--- src/rtl/regfile_wb_arbiter.sv ---
// Round-robin write-back arbiter: two per-requester FIFOs (ALU, LSU) drained into
// the register file's single write port. Optional macro WB_X0_FILTER_EN suppresses x0 writes/hazards.
module regfile_wb_arbiter #(
    parameter int DEPTH  = 2,
    parameter int DATA_W = 32,
    parameter int ADDR_W = 5
) (
    input  logic              CLK,
    input  logic              RST,
    input  logic              AluValid,
    output logic              AluReady,
    input  logic [ADDR_W-1:0] AluAddr,
    input  logic [DATA_W-1:0] AluData,
    input  logic              LsuValid,
    output logic              LsuReady,
    input  logic [ADDR_W-1:0] LsuAddr,
    input  logic [DATA_W-1:0] LsuData,
    output logic [ADDR_W-1:0] WriteAddress,
    output logic [DATA_W-1:0] WriteData,
    output logic              ReadWriteEn,
    input  logic [ADDR_W-1:0] ReadAddress1,
    input  logic [ADDR_W-1:0] ReadAddress2,
    output logic              Hazard1,
    output logic              Hazard2,
    output logic              Idle
);

`ifdef WB_X0_FILTER_EN
    localparam logic X0_FILTER = 1'b1;
`else
    localparam logic X0_FILTER = 1'b0;
`endif
    localparam int PTR_W = $clog2(DEPTH);
    localparam int CNT_W = $clog2(DEPTH + 1);
    localparam logic [CNT_W-1:0] FULL_CNT = CNT_W'(DEPTH);

    typedef enum logic {REQ_ALU = 1'b0, REQ_LSU = 1'b1} req_e;

    logic [ADDR_W-1:0] addrMem  [2][DEPTH];
    logic [DATA_W-1:0] dataMem  [2][DEPTH];
    logic [DEPTH-1:0]  occupied [2];
    logic [PTR_W-1:0]  wrPtr    [2];
    logic [PTR_W-1:0]  rdPtr    [2];
    logic [CNT_W-1:0]  count    [2];
    logic [ADDR_W-1:0] inAddr   [2];
    logic [DATA_W-1:0] inData   [2];
    logic [1:0]        inValid, full, nonEmpty, push, grant;
    logic              sel;
    req_e              lastGrant, grantReq;
    logic [ADDR_W-1:0] headAddr;
    logic [DATA_W-1:0] headData;
    logic              writeSuppressed;

    assign inValid   = {LsuValid, AluValid};
    assign inAddr[0] = AluAddr;
    assign inAddr[1] = LsuAddr;
    assign inData[0] = AluData;
    assign inData[1] = LsuData;

    always_comb begin
        for (int unsigned r = 0; r < 2; r++) begin
            full[r]     = (count[r] == FULL_CNT);
            nonEmpty[r] = (count[r] != '0);
            push[r]     = inValid[r] & ~full[r];
        end
    end

    assign AluReady = ~full[0];
    assign LsuReady = ~full[1];

    // A requester wins outright when alone, otherwise the one not granted last time.
    always_comb begin
        grant[0]        = nonEmpty[0] & (~nonEmpty[1] | (lastGrant == REQ_LSU));
        grant[1]        = nonEmpty[1] & (~nonEmpty[0] | (lastGrant == REQ_ALU));
        sel             = grant[1];
        grantReq        = grant[1] ? REQ_LSU : REQ_ALU;
        headAddr        = addrMem[sel][rdPtr[sel]];
        headData        = dataMem[sel][rdPtr[sel]];
        writeSuppressed = X0_FILTER && (headAddr == '0);
    end

    always_ff @(posedge CLK) begin
        for (int unsigned r = 0; r < 2; r++) begin
            if (push[r]) begin
                addrMem[r][wrPtr[r]] <= inAddr[r];
                dataMem[r][wrPtr[r]] <= inData[r];
            end
        end
    end

    always_ff @(posedge CLK) begin
        if (RST) begin
            for (int unsigned r = 0; r < 2; r++) begin
                wrPtr[r]    <= '0;
                rdPtr[r]    <= '0;
                count[r]    <= '0;
                occupied[r] <= '0;
            end
        end else begin
            for (int unsigned r = 0; r < 2; r++) begin
                if (push[r])
                    wrPtr[r] <= wrPtr[r] + PTR_W'(1);
                if (grant[r])
                    rdPtr[r] <= rdPtr[r] + PTR_W'(1);
                occupied[r] <= (occupied[r] | (push[r] ? (DEPTH'(1) << wrPtr[r]) : '0))
                             & ~(grant[r] ? (DEPTH'(1) << rdPtr[r]) : '0);
                count[r]    <= count[r] + CNT_W'(push[r]) - CNT_W'(grant[r]);
            end
        end
    end

    always_ff @(posedge CLK) begin
        if (RST) begin
            ReadWriteEn  <= 1'b0;
            WriteAddress <= '0;
            WriteData    <= '0;
            lastGrant    <= REQ_LSU;
        end else begin
            ReadWriteEn <= 1'b0;
            if (|grant) begin
                lastGrant <= grantReq;
                if (!writeSuppressed) begin
                    ReadWriteEn  <= 1'b1;
                    WriteAddress <= headAddr;
                    WriteData    <= headData;
                end
            end
        end
    end

    // Only occupied FIFO slots count; stale slot contents must never raise a hazard.
    always_comb begin
        Hazard1 = ReadWriteEn && (WriteAddress == ReadAddress1);
        Hazard2 = ReadWriteEn && (WriteAddress == ReadAddress2);
        for (int unsigned r = 0; r < 2; r++) begin
            for (int unsigned i = 0; i < DEPTH; i++) begin
                if (occupied[r][i] && (addrMem[r][i] == ReadAddress1))
                    Hazard1 = 1'b1;
                if (occupied[r][i] && (addrMem[r][i] == ReadAddress2))
                    Hazard2 = 1'b1;
            end
        end
        if (X0_FILTER && (ReadAddress1 == '0))
            Hazard1 = 1'b0;
        if (X0_FILTER && (ReadAddress2 == '0))
            Hazard2 = 1'b0;
    end

    assign Idle = ~nonEmpty[0] & ~nonEmpty[1] & ~ReadWriteEn;

endmodule

--- config.mk ---
export PLATFORM = sky130hd
export DESIGN_NAME = regfile_wb_arbiter
export DESIGN_NICKNAME = d
export VERILOG_FILES = /design/src/rtl/regfile_wb_arbiter.sv
export SDC_FILE = /design/constraint.sdc
export NUM_CORES = 1
export LEC_CHECK = 0
export ABC_AREA = 0
export CORE_MARGIN = 5
export CORE_UTILIZATION = 54
export CTS_CLUSTER_DIAMETER = 50
export DETAILED_ROUTE_END_ITERATION = 12
export HOLD_SLACK_MARGIN = 0.02
export MAX_ROUTING_LAYER = met4
export PLACE_DENSITY = 0.8
export SKIP_LAST_GASP = 1
export SYNTH_ARGS = -nofsm -noshare
export SYNTH_HDL_FRONTEND = slang
export SYNTH_SLANG_ARGS = --single-unit
--- constraint.sdc ---
create_clock -name CLK -period 6.75 [get_ports CLK]
set_clock_uncertainty 0.1 [all_clocks]
set_input_delay 0.675 -clock CLK [delete_from_list [all_inputs] [get_ports CLK]]
set_output_delay 0.675 -clock CLK [all_outputs]
set_load 0.01 [all_outputs]
==> results of run 1 <==
==> layer usage <==
layer,share of wire,vias up,GRT usage
met5,0,-,-
met4,0.0075,0,0.05312
met3,0.044,12,0.04746
met2,0.52,161,0.3928
met1,0.43,2548,0.2843
li1,-,2456,-
==> per-stage QoR <==
stage,worst slack [ns],std cells
4_1_cts,3.348,938
2_1_floorplan,3.839,627
3_5_place_dp,3.353,906
3_3_place_gp,3.322,906
5_1_grt,3.218,938
6_report,3.353,938
==> power by group <==
group	switching, mW	internal (mW)
clock network	0.467	0.524
logic	0.780	0.633
registers	0.208	1.60
==> cells by family (layout without fill, tap and decap cells) <==
family / Yosys count / after routing
buffers and inverters: 50 / 177
AOI/OAI and AO/OA: 86 / 86
muxes: 74 / 74
and+or+nand+nor: 160 / 160
DFF: 199 / 199
xor gates and xnor gates: 54 / 54
adders and majority gates: 4 / 4
==> synth_stat cells, drive strengths merged <==
master  count  area (sq um)
or3         1         6.260
a21oi      37         185.2
nor3        2         10.01
nand2      40         150.1
nor2b       2         12.51
xor2       42         367.9
inv         8         30.03
nor4       11         75.07
and3        4         25.02
o22ai       3         18.77
dfxtp      47         940.9
nand4       2         12.51
nand2b      6         37.54
o21ai      39         199.0
edfxtp    152          4564
a211oi      4         30.03
xnor2      12         105.1
ha          4         50.05
clkbuf     26         97.59
a21o        1         7.510
a31oi       2         12.51
nand3       6         30.03
buf        16         92.59
mux2i      74         740.7
nor2       86         322.8
==> worst max-delay path, stage by stage <==
cell and delay (ns):
clkdlybuf4s50_1 0.55, xor2_1 0.20, nor4_1 0.29, and3_1 0.20, a31oi_1 0.04, nand4_1 0.10, clkdlybuf4s50_1 0.55
==> worst max path at each step <==
stage | start | end | slack, ns
after floorplan | LsuValid | occupied[0][2] | 3.84
after global placement | ReadAddress2[3] | Hazard2 | 3.32
after detailed placement | ReadAddress1[3] | Hazard1 | 3.35
after CTS | ReadAddress1[3] | Hazard1 | 3.35
after global routing | ReadAddress1[3] | Hazard1 | 3.22
final | ReadAddress1[3] | Hazard1 | 3.35
==> flip-flops by register name (all words and copies together) (netlist names) <==
signal and flops:
WriteAddress 5, ReadWriteEn 1, rdPtr 2, occupied 4, lastGrant 1, addrMem 20, count 4, dataMem 128
wrPtr 2, WriteData 32
==> layout make-up <==
class | count | area (sq um) | share of cell area
timing repair buffer | 137 | 1349 | 0.1331
sequential | 199 | 5505 | 0.5432
clock buffer | 17 | 425.4 | 0.04198
tap | 184 | 230.2 | 0.02272
inverter | 8 | 30.03 | 0.002963
clock inverter | 15 | 162.7 | 0.01605
multi-input combinational | 378 | 2432 | 0.2400
==> summary.md, run 1 <==
| Metric | Value |
|---|---|
| Mapped Nets | `719` |
| Yosys cell types | `30` |
| Die Width | `between 100 and 150 microns` |
| HP Start | `WriteData[7]` |
| Syn Area/Cell | `12.96 sq um` |
| Final #Nets | `833` |
| DRT iter0 DRCs | `310` |
| Io pins | `131` |
| Relative slew slack | `0.1770` |
| VDD IR max | `0.0002629 V` |
| Largest net degree at the start of global routing | `56` |
| Antenna viol nets, final | `0` |
| Worst Hold Depth | `2` |
| DP Wirelength | `12530 microns` |
| Core Area | `~15000 sq um` |
| Fin util | `0.6921` |
| Sink Count | `199` |
| Final Setup Violations | `0` |
| Adder-Cell Fraction of Synth Area | `0.006160` |
| Cells after Synth | `between 600 and 700` |
| Crit path launch type | `primary input` |
| GPL Wtd Cong | `0.8613` |
| Max Cap Viol | `0` |
| Final Max Slew Viols | `0` |
| Critical path type | `primary input to output port` |
| Reg2reg start | `rdPtr[1]` |
| Layout cells sized above 1 | `0.06233` |
| Compound-gate portion of the synthesized area | `0.05575` |
| Xor-xnor portion of the synthesized cell area | `0.05822` |
| Pre-antenna DRT Iters | `5` |
| Simple-gate share of the synthesized area | `0.08394` |
| Area delta synth->final | `24.75%` |
| IO buf count | `130` |
| RR Endpoint | `WriteData[9]` |
| Hold Path Class | `flop to flop` |
| FMAX | `294.3 MHz` |
| Total CTS buffers | `17` |
| Reg clk slew, reported paths | `0.07 ns` |
| Worst-Skew Late Latency | `approximately 0.43 ns` |
| Number of global-route vias before repair | `5472` |
| Warnings, synthesis | `0` |
| Worst setup EP type | `output port` |
| GRT Total Usage | `0.2300` |
| Crit Path Max Fanout | `5` |
| Total number of vias | `a little over 5000` |
| Most frequent cells in the layout | `edfxtp_1, clkdlybuf4s50_1, nor2_1, mux2i_1, dfxtp_1` |
| Final Hold Viols | `0` |
| Hold-fix buffers, CTS | `0` |
| Filler Cell Count | `1061` |
| Full die area | `17600 sq um` |
| Crit path time final | `3.397 ns` |
| WP data arrival | `2.62 ns` |
| Post-Syn Area | `8124 sq um` |
| Initial core utilization | `0.5548` |
| R2R cell count | `5` |
| Site row count | `44` |
| Post-CTS resize count | `0` |
| Largest family of logic cells by synthesized area | `multiplexers` |
| Commonest non-fill, non-tap cell in the layout | `edfxtp_1` |
| Worst Hold Path EP | `WriteData[7]` |
| Power per cell area | `416.0 nW/um^2` |
| Remaining Overflow, GRT | `0` |
| Initial antenna violation count | `0` |
| Fin crit share | `0.5033` |
| DRC | `0` |
| RSZ-0062 raised after global routing | `false` |
| Cell Area, Placed | `9547 sq um` |
| Mux share of post-synthesis cell area | `0.09118` |
| Setup bufs post-CTS | `0` |
| Post-Route WL | `19290 microns` |
| DIE HEIGHT | `132.7 microns` |
| First-pass GRT wire length | `30140 microns` |
| Root Buffer | `clkbuf_16` |
| FF-to-FF setup slack | `4.16 ns` |
| Seq/Total Area, Yosys | `0.6777` |
| Hold WS | `around 0.35 ns` |
| CTS tree | `yes` |
| DR WL/cell | `slightly above 20 microns` |
| Slew @ Worst Pin | `approximately 1.2 ns` |
| H-tree depth | `4` |
| Leakage | `3.629 nW` |
| Outcome | `completed` |
| Fin area | `10130 sq um` |
| Worst Path Required | `5.97 ns` |
| Vias per inst | `5.519` |
| Yosys reg bits | `199` |
| Clock tree buffer depth | `2` |
| Total design power | `4.216 mW` |
| TNS Setup | `0 ns` |
| N_diodes | `0` |
Power figures use the tool's default switching activity.
==> run 2, diff against run 1 <==
--- a/config.mk
+++ b/config.mk
@@ -7,12 +7,12 @@
 export LEC_CHECK = 0
 export ABC_AREA = 0
 export CORE_MARGIN = 5
-export CORE_UTILIZATION = 54
+export CORE_UTILIZATION = 53
 export CTS_CLUSTER_DIAMETER = 50
 export DETAILED_ROUTE_END_ITERATION = 12
 export HOLD_SLACK_MARGIN = 0.02
 export MAX_ROUTING_LAYER = met4
-export PLACE_DENSITY = 0.8
+export PLACE_DENSITY = 0.79
 export SKIP_LAST_GASP = 1
 export SYNTH_ARGS = -nofsm -noshare
 export SYNTH_HDL_FRONTEND = slang
==> constraint.sdc (replaced) <==
create_clock -name CLK -period 3.2 [get_ports CLK]
set_clock_uncertainty 0.1 [all_clocks]
set_input_delay 0.32 -clock CLK [delete_from_list [all_inputs] [get_ports CLK]]
set_output_delay 0.32 -clock CLK [all_outputs]
set_load 0.01 [all_outputs]
==> run 2 against run 1 <==
Compared with the run above:
- critical path depth decreased by 1
- combinational power increased by 120%
- setup slack got worse by 2.8 ns
- wire length decreased by 2.3%
- die area increased by 1.7%
- final cell count increased by 1.4%
- clock power increased by 110%
- power increased by 110%
- highest routed layer unchanged
==> summary.md, run 2 (same netlist as run 1, synthesis figures left out) <==
| Metric | Value |
|---|---|
| Slowest cell delay on critical path | `0.55 ns (about the same)` |
| Vias per inst | `5.507 (-0.22%)` |
| Total number of vias | `5237 (+1.2%)` |
| Clock tree buffer depth | `2 (unchanged)` |
| Remaining Overflow, GRT | `0 (unchanged)` |
| Crit path launch type | `flop` |
| Hold Path Class | `flop to flop` |
| RSZ-0062 raised after global routing | `false` |
| Final #Nets | `841 (+0.96%)` |
| Placed cell count | `918 (+1.3%)` |
| Total design power | `8.947 mW (+110%)` |
| RR Endpoint | `dataMem[1][58]` |
| Worst Hold Depth | `2 (unchanged)` |
| Max FFs per register | `128 (unchanged)` |
| Sink Count | `199 (unchanged)` |
| Crit path time final | `2.673 ns` |
| CTS tree | `yes` |
| VDD IR max | `0.0006834 V (+160%)` |
| R2R cell count | `4 (-1)` |
| Slew @ Worst Pin | `0.8617 ns (-0.3728 ns)` |
| DP Wirelength | `12860 microns (+2.6%)` |
| Worst Hold Path EP | `WriteData[1]` |
| CP cell instances | `xor2_1, nor4_1, and3_1, a31oi_1, nand4_1, clkdlybuf4s50_1` |
| WP data arrival | `2.25 ns (-0.37 ns)` |
| Hold-fix buffers, CTS | `0 (unchanged)` |
| Post-CTS resize count | `0 (unchanged)` |
| Final Setup Violations | `0 (unchanged)` |
| Worst setup EP type | `output port` |
| Power per cell area | `874.3 nW/um^2 (+110%)` |
| FF-to-FF setup slack | `1.08 ns (-3.08 ns)` |
| Site row count | `45 (+2.3%)` |
| Initial antenna violation count | `1 (+1)` |
| Critical path type | `flop to output port` |
| Pre-antenna DRT Iters | `5 (unchanged)` |
| Worst-Skew Late Latency | `0.43 ns (about the same)` |
| DIE HEIGHT | `133.8 microns (+0.87%)` |
| Io pins | `131 (unchanged)` |
| Post-Route WL | `18850 microns (-2.3%)` |
| DRT iter0 DRCs | `377 (+22%)` |
| Most frequent cells in the layout | `edfxtp_1, clkdlybuf4s50_1, nor2_1, mux2i_1, dfxtp_1` |
| Reg clk slew, reported paths | `0.07 ns (about the same)` |
| TNS Setup | `0 ns (unchanged)` |
| Antenna viol nets, final | `0 (unchanged)` |
| Die Width | `133.8 microns (+0.87%)` |
| Final Max Slew Viols | `0 (unchanged)` |
| Full die area | `17900 sq um (+1.7%)` |
| DR WL/cell | `19.83 microns (-3.6%)` |
| Setup bufs post-CTS | `0 (unchanged)` |
| Fin crit share | `0.8353` |
| IO buf count | `130 (unchanged)` |
| First-pass GRT wire length | `29560 microns (-1.9%)` |
| Reg area | `5505 sq um (unchanged)` |
| Root Buffer | `clkbuf_16` |
| Core Area | `15150 sq um (+3.4%)` |
| H-tree depth | `4 (unchanged)` |
| Area delta synth->final | `25.97%` |
| Leakage | `3.688 nW (+1.6%)` |
| Max Cap Viol | `0 (unchanged)` |
| Crit Path Max Fanout | `3 (-2)` |
| Relative slew slack | `0.4212 (+0.2442)` |
| FMAX | `374.1 MHz` |
| HP Start | `WriteData[1]` |
| Filler Cell Count | `1073 (+1.1%)` |
| Total CTS buffers | `17 (unchanged)` |
| DRC | `0 (unchanged)` |
| Commonest non-fill, non-tap cell in the layout | `edfxtp_1` |
| GRT Total Usage | `0.2232 (-0.006821)` |
| Final Hold Viols | `0 (unchanged)` |
| Final non-filler cell total | `951 (+1.4%)` |
| Reg2reg start | `count[0][2]` |
| GPL Wtd Cong | `0.9986 (+16%)` |
| Outcome | `completed` |
| Worst Path Required | `2.78 ns (-3.19 ns)` |
| Number of global-route vias before repair | `5462 (-0.18%)` |
| Initial core utilization | `0.5364 (-0.01838)` |
| Largest net degree at the start of global routing | `41 (-27%)` |
| Layout cells sized above 1 | `0.06824 (+0.005907)` |
| CP max stage cell | `clkdlybuf4s50_1` |
| Area occupied by multi-input gates | `2432 sq um (unchanged)` |
run 2: cell types whose count changed in the layout (fill, tap and decap cells not counted), moves of 2 or more:
cell	delta
buf_4	+5
inv_8	-4
clkinv_2	+2
clkinv_4	-4
clkinvlp_4	-2
inv_6	+3
clkbuf_1	+3
clkbuf_8	+2
buf_12	+3
run 2: layout make-up:
type / instances / share of cell area
multi-input combinational: 378 / 0.2377
inverter: 8 / 0.002934
sequential: 199 / 0.5380
clock inverter: 10 / 0.01149
timing repair buffer: 145 / 0.1413
antenna: 1 / 0.0002445
tap: 188 / 0.02299
clock buffer: 22 / 0.04536
run 2: report_power, final:
part | switching [mW] | internal (mW)
Sequential | 0.383 | 3.38
Clock | 0.888 | 1.20
Combinational | 1.70 | 1.40
Total | 2.97 | 5.97
run 2: layer usage:
layer  wire length, microns  vias to the layer above  global-route usage
met5                      0                        -                   -
met4                    324                        0             0.07086
met3                   1076                       27             0.05026
met2                   9288                      172              0.3624
met1                   8165                     2555              0.2816
li1                       -                     2483                   -
run 2: metrics by stage:
step           worst slack [ns]  utilization  hold slack, ns  instance area (sq um)
6_report                 0.5269       0.6757          0.3528                  10230
3_5_place_dp             0.5323       0.6371          0.3438                   9649
2_1_floorplan            0.3291            -          0.3189                   8124
5_1_grt                  0.4379       0.6757          0.3534                  10230
3_3_place_gp             0.4596       0.6371          0.3411                   9649
4_1_cts                  0.5126       0.6755          0.3496                  10230
run 2: worst max-delay path by stage:
stage | start | slack, ns | cells past startpoint | endpoint
CTS | addrMem[0][8] | 0.51 | 6 | Hazard1
global placement | ReadAddress2[3] | 0.46 | 7 | Hazard2
detailed placement | ReadAddress2[3] | 0.53 | 7 | Hazard2
global route | ReadAddress2[3] | 0.44 | 7 | Hazard2
floorplan | count[0][2] | 0.33 | 5 | occupied[0][2]
finish | addrMem[0][8] | 0.53 | 6 | Hazard1
run 2: critical path, delay by kind of cell, from the launching register on:
kind | cells | cell delay, ns
flops | 1 | 0.48
buf+inv | 1 | 0.55
simple gates | 3 | 0.56
compound gates | 1 | 0.04
xor+xnor | 1 | 0.20
==> run 3, diff against run 2 <==
==> constraint.sdc (replaced) <==
create_clock -name CLK -period 2.5 [get_ports CLK]
set_clock_uncertainty 0.1 [all_clocks]
set_input_delay 0.25 -clock CLK [delete_from_list [all_inputs] [get_ports CLK]]
set_output_delay 0.25 -clock CLK [all_outputs]
set_load 0.01 [all_outputs]
==> run 3 against run 2 <==
Compared with the run above:
- hold slack worse by 0.11 ns
- power is 32% higher
- register-to-register slack worse by 0.69 ns
- sequential share of layout area is 1.1 points lower
- core utilization is 1.3 points higher
- global-route usage is 0.49 points higher
- setup slack worse by 0.38 ns
- combinational power is 31% higher
- clock power is 44% higher
- wire length is 1.3% higher
- clock-buffer cell count is 3 lower
- largest power group unchanged
==> summary.md, run 3 (same netlist as run 1, synthesis figures left out) <==
| Metric | Value |
|---|---|
| Worst Path Required | `2.15 ns (-0.63 ns)` |
| Max Cap Viol | `0 (unchanged)` |
| CTS tree | `yes` |
| Top Metal Used | `met4` |
| Final Max Slew Viols | `0 (unchanged)` |
| Fin area | `10440 sq um (+2.0%)` |
| N_diodes | `0 (-1)` |
| Critical path type | `flop to output port` |
| Worst Hold Depth | `2 (unchanged)` |
| Reg2reg start | `count[0][3]` |
| R2R cell count | `9 (+5)` |
| Hold Path Class | `primary input to flop` |
| First-pass GRT wire length | `30320 microns (+2.6%)` |
| WP data arrival | `2.01 ns (-0.24 ns)` |
| Antenna viol nets, final | `0 (unchanged)` |
| Core Area | `15150 sq um (unchanged)` |
| Largest net degree at the start of global routing | `40 (-2.4%)` |
| Final Setup Violations | `0 (unchanged)` |
| Max FFs per register | `128 (unchanged)` |
| CP max stage cell | `edfxtp_1` |
| FF-to-FF setup slack | `0.39 ns (-0.69 ns)` |
| Slowest cell delay on critical path | `0.40 ns (-0.15 ns)` |
| WL met1 | `8196 microns (+0.38%)` |
| Reg area | `5505 sq um (unchanged)` |
| CP Buf/Inv Count | `2 (+1)` |
| GRT Total Usage | `0.2281 (+0.004884)` |
| Cell Area, Placed | `9732 sq um (+0.86%)` |
| Delay-heaviest family, CP | `buffers and inverters` |
| RSZ-0062 raised after global routing | `false` |
| Pre-antenna DRT Iters | `4 (-1)` |
| Hold-fix buffers, CTS | `0 (unchanged)` |
| CP cell instances | `buf_4, xor2_1, nor4_2, a31oi_1, nand4_1, dlygate4sd2_1` |
| GPL Wtd Cong | `0.9371 (-6.2%)` |
| VDD IR max | `0.0007632 V (+12%)` |
| Slew @ Worst Pin | `0.6539 ns (-0.2078 ns)` |
| Power per cell area | `1136 nW/um^2 (+30%)` |
| Number of global-route vias before repair | `5559 (+1.8%)` |
| Worst setup EP type | `output port` |
| Sink Count | `199 (unchanged)` |
| CP Depth | `6 (unchanged)` |
| Crit path to | `Hazard1` |
| Filler Cell Count | `1056 (-1.6%)` |
| RR Endpoint | `count[0][1]` |
| Fin crit share | `0.9431` |
| Total CTS buffers | `17 (unchanged)` |
| Outcome | `completed` |
| Root Buffer | `clkbuf_16` |
| Full die area | `17900 sq um (unchanged)` |
| Met3 wire length | `1013 microns (-5.9%)` |
| Final Hold Viols | `0 (unchanged)` |
| Crit path launch type | `flop` |
| DRC | `0 (unchanged)` |
| DP Wirelength | `12850 microns (about the same)` |
| Final #Nets | `853 (+1.4%)` |
| Initial core utilization | `0.5364 (unchanged)` |
| Worst-Skew Late Latency | `0.42 ns (about the same)` |
| Area delta synth->final | `28.48%` |
| Met2 wire length | `9596 microns (+3.3%)` |
| DR WL/cell | `19.86 microns (+0.16%)` |
| DIE HEIGHT | `133.8 microns (unchanged)` |
| Crit path time final | `2.358 ns` |
| Total number of vias | `5225 (-0.23%)` |
| Site row count | `45 (unchanged)` |
| Remaining Overflow, GRT | `0 (unchanged)` |
| Clock tree buffer depth | `2 (unchanged)` |
| Crit Path Max Fanout | `2 (-1)` |
| Io pins | `131 (unchanged)` |
| Post-Route WL | `19100 microns (+1.3%)` |
| Initial antenna violation count | `0 (-1)` |
| Total design power | `11.85 mW (+32%)` |
| H-tree depth | `4 (unchanged)` |
| Vias per inst | `5.431 (-1.4%)` |
| IO buf count | `130 (unchanged)` |
| Die Width | `133.8 microns (unchanged)` |
| FMAX | `424.1 MHz` |
| Layout cells sized above 1 | `0.08656 (+0.01832)` |
| Critical path origin | `addrMem[1][7]` |
| Relative slew slack | `0.5640 (+0.1428)` |
| Leakage | `3.801 nW (+3.1%)` |
| DRT iter0 DRCs | `296 (-21%)` |
| Area occupied by multi-input gates | `2439 sq um (+0.26%)` |
| Most frequent cells in the layout | `edfxtp_1, clkdlybuf4s50_1, nor2_1, mux2i_1, dfxtp_1` |
| Commonest non-fill, non-tap cell in the layout | `edfxtp_1` |
| Reg clk slew, reported paths | `0.07 ns (about the same)` |
## run 3: changes by cell type in the layout (fill, tap and decap cells not counted), sizes merged
cell,change
buf,+12
clkdlybuf4s50,-2
clkbuf,-3
clkinv,-1
diode,-1
inv,+1
dlygate4sd2,+2
bufinv,+3
## run 3: worst min-delay path by stage
stage / startpoint / end / slack [ns]
floorplan: AluAddr[0] / addrMem[0][0] / 0.25
global placement: WriteData[23] / WriteData[23] / 0.34
detailed placement: WriteData[16] / WriteData[16] / 0.34
CTS: RST / occupied[0][2] / 0.21
global route: RST / count[0][1] / 0.27
finish: RST / occupied[0][2] / 0.24
## run 3: through the flow
step,utilization,setup TNS [ns],hold slack [ns],cells,setup slack (ns)
floorplan,-,0,0.2489,627,0.2532
global placement,0.6425,-0.01664,0.3408,924,-0.01272
detailed placement,0.6425,-0.03971,0.3431,924,-0.03222
CTS,0.6891,0,0.2104,962,0.06414
global route,0.6891,0,0.2717,962,0.001833
finish,0.6891,0,0.2432,962,0.1423
## run 3: power by group
group / leakage, nW / switching [mW] / total, mW / internal [mW]
Clock: 0.321 / 1.18 / 3.00 / 1.82
Combinational: 1.67 / 2.23 / 4.06 / 1.84
Sequential: 1.81 / 0.470 / 4.79 / 4.32
## run 3: layout make-up
class | instances | area share
clock buffers | 19 | 0.04244
clock inverters | 13 | 0.02050
inverters | 8 | 0.002877
multi-input cells | 378 | 0.2336
flip-flops and latches | 199 | 0.5275
well taps | 188 | 0.02254
repair buffers | 157 | 0.1506
## run 3: timing repair
item                                    in CTS  in global routing
gates resized for setup                      3                  0
pin swaps                                    2                  1
endpoints found under the hold margin        0                  0
buffers inserted                             6                  0
endpoints found under the setup margin       2                  1
## run 3: metal layers
layer / GRT usage / up-vias
met4: 0.07371 / 0
met2: 0.3793 / 165
met3: 0.03788 / 23
met5: - / -
met1: 0.2883 / 2547
li1: - / 2490
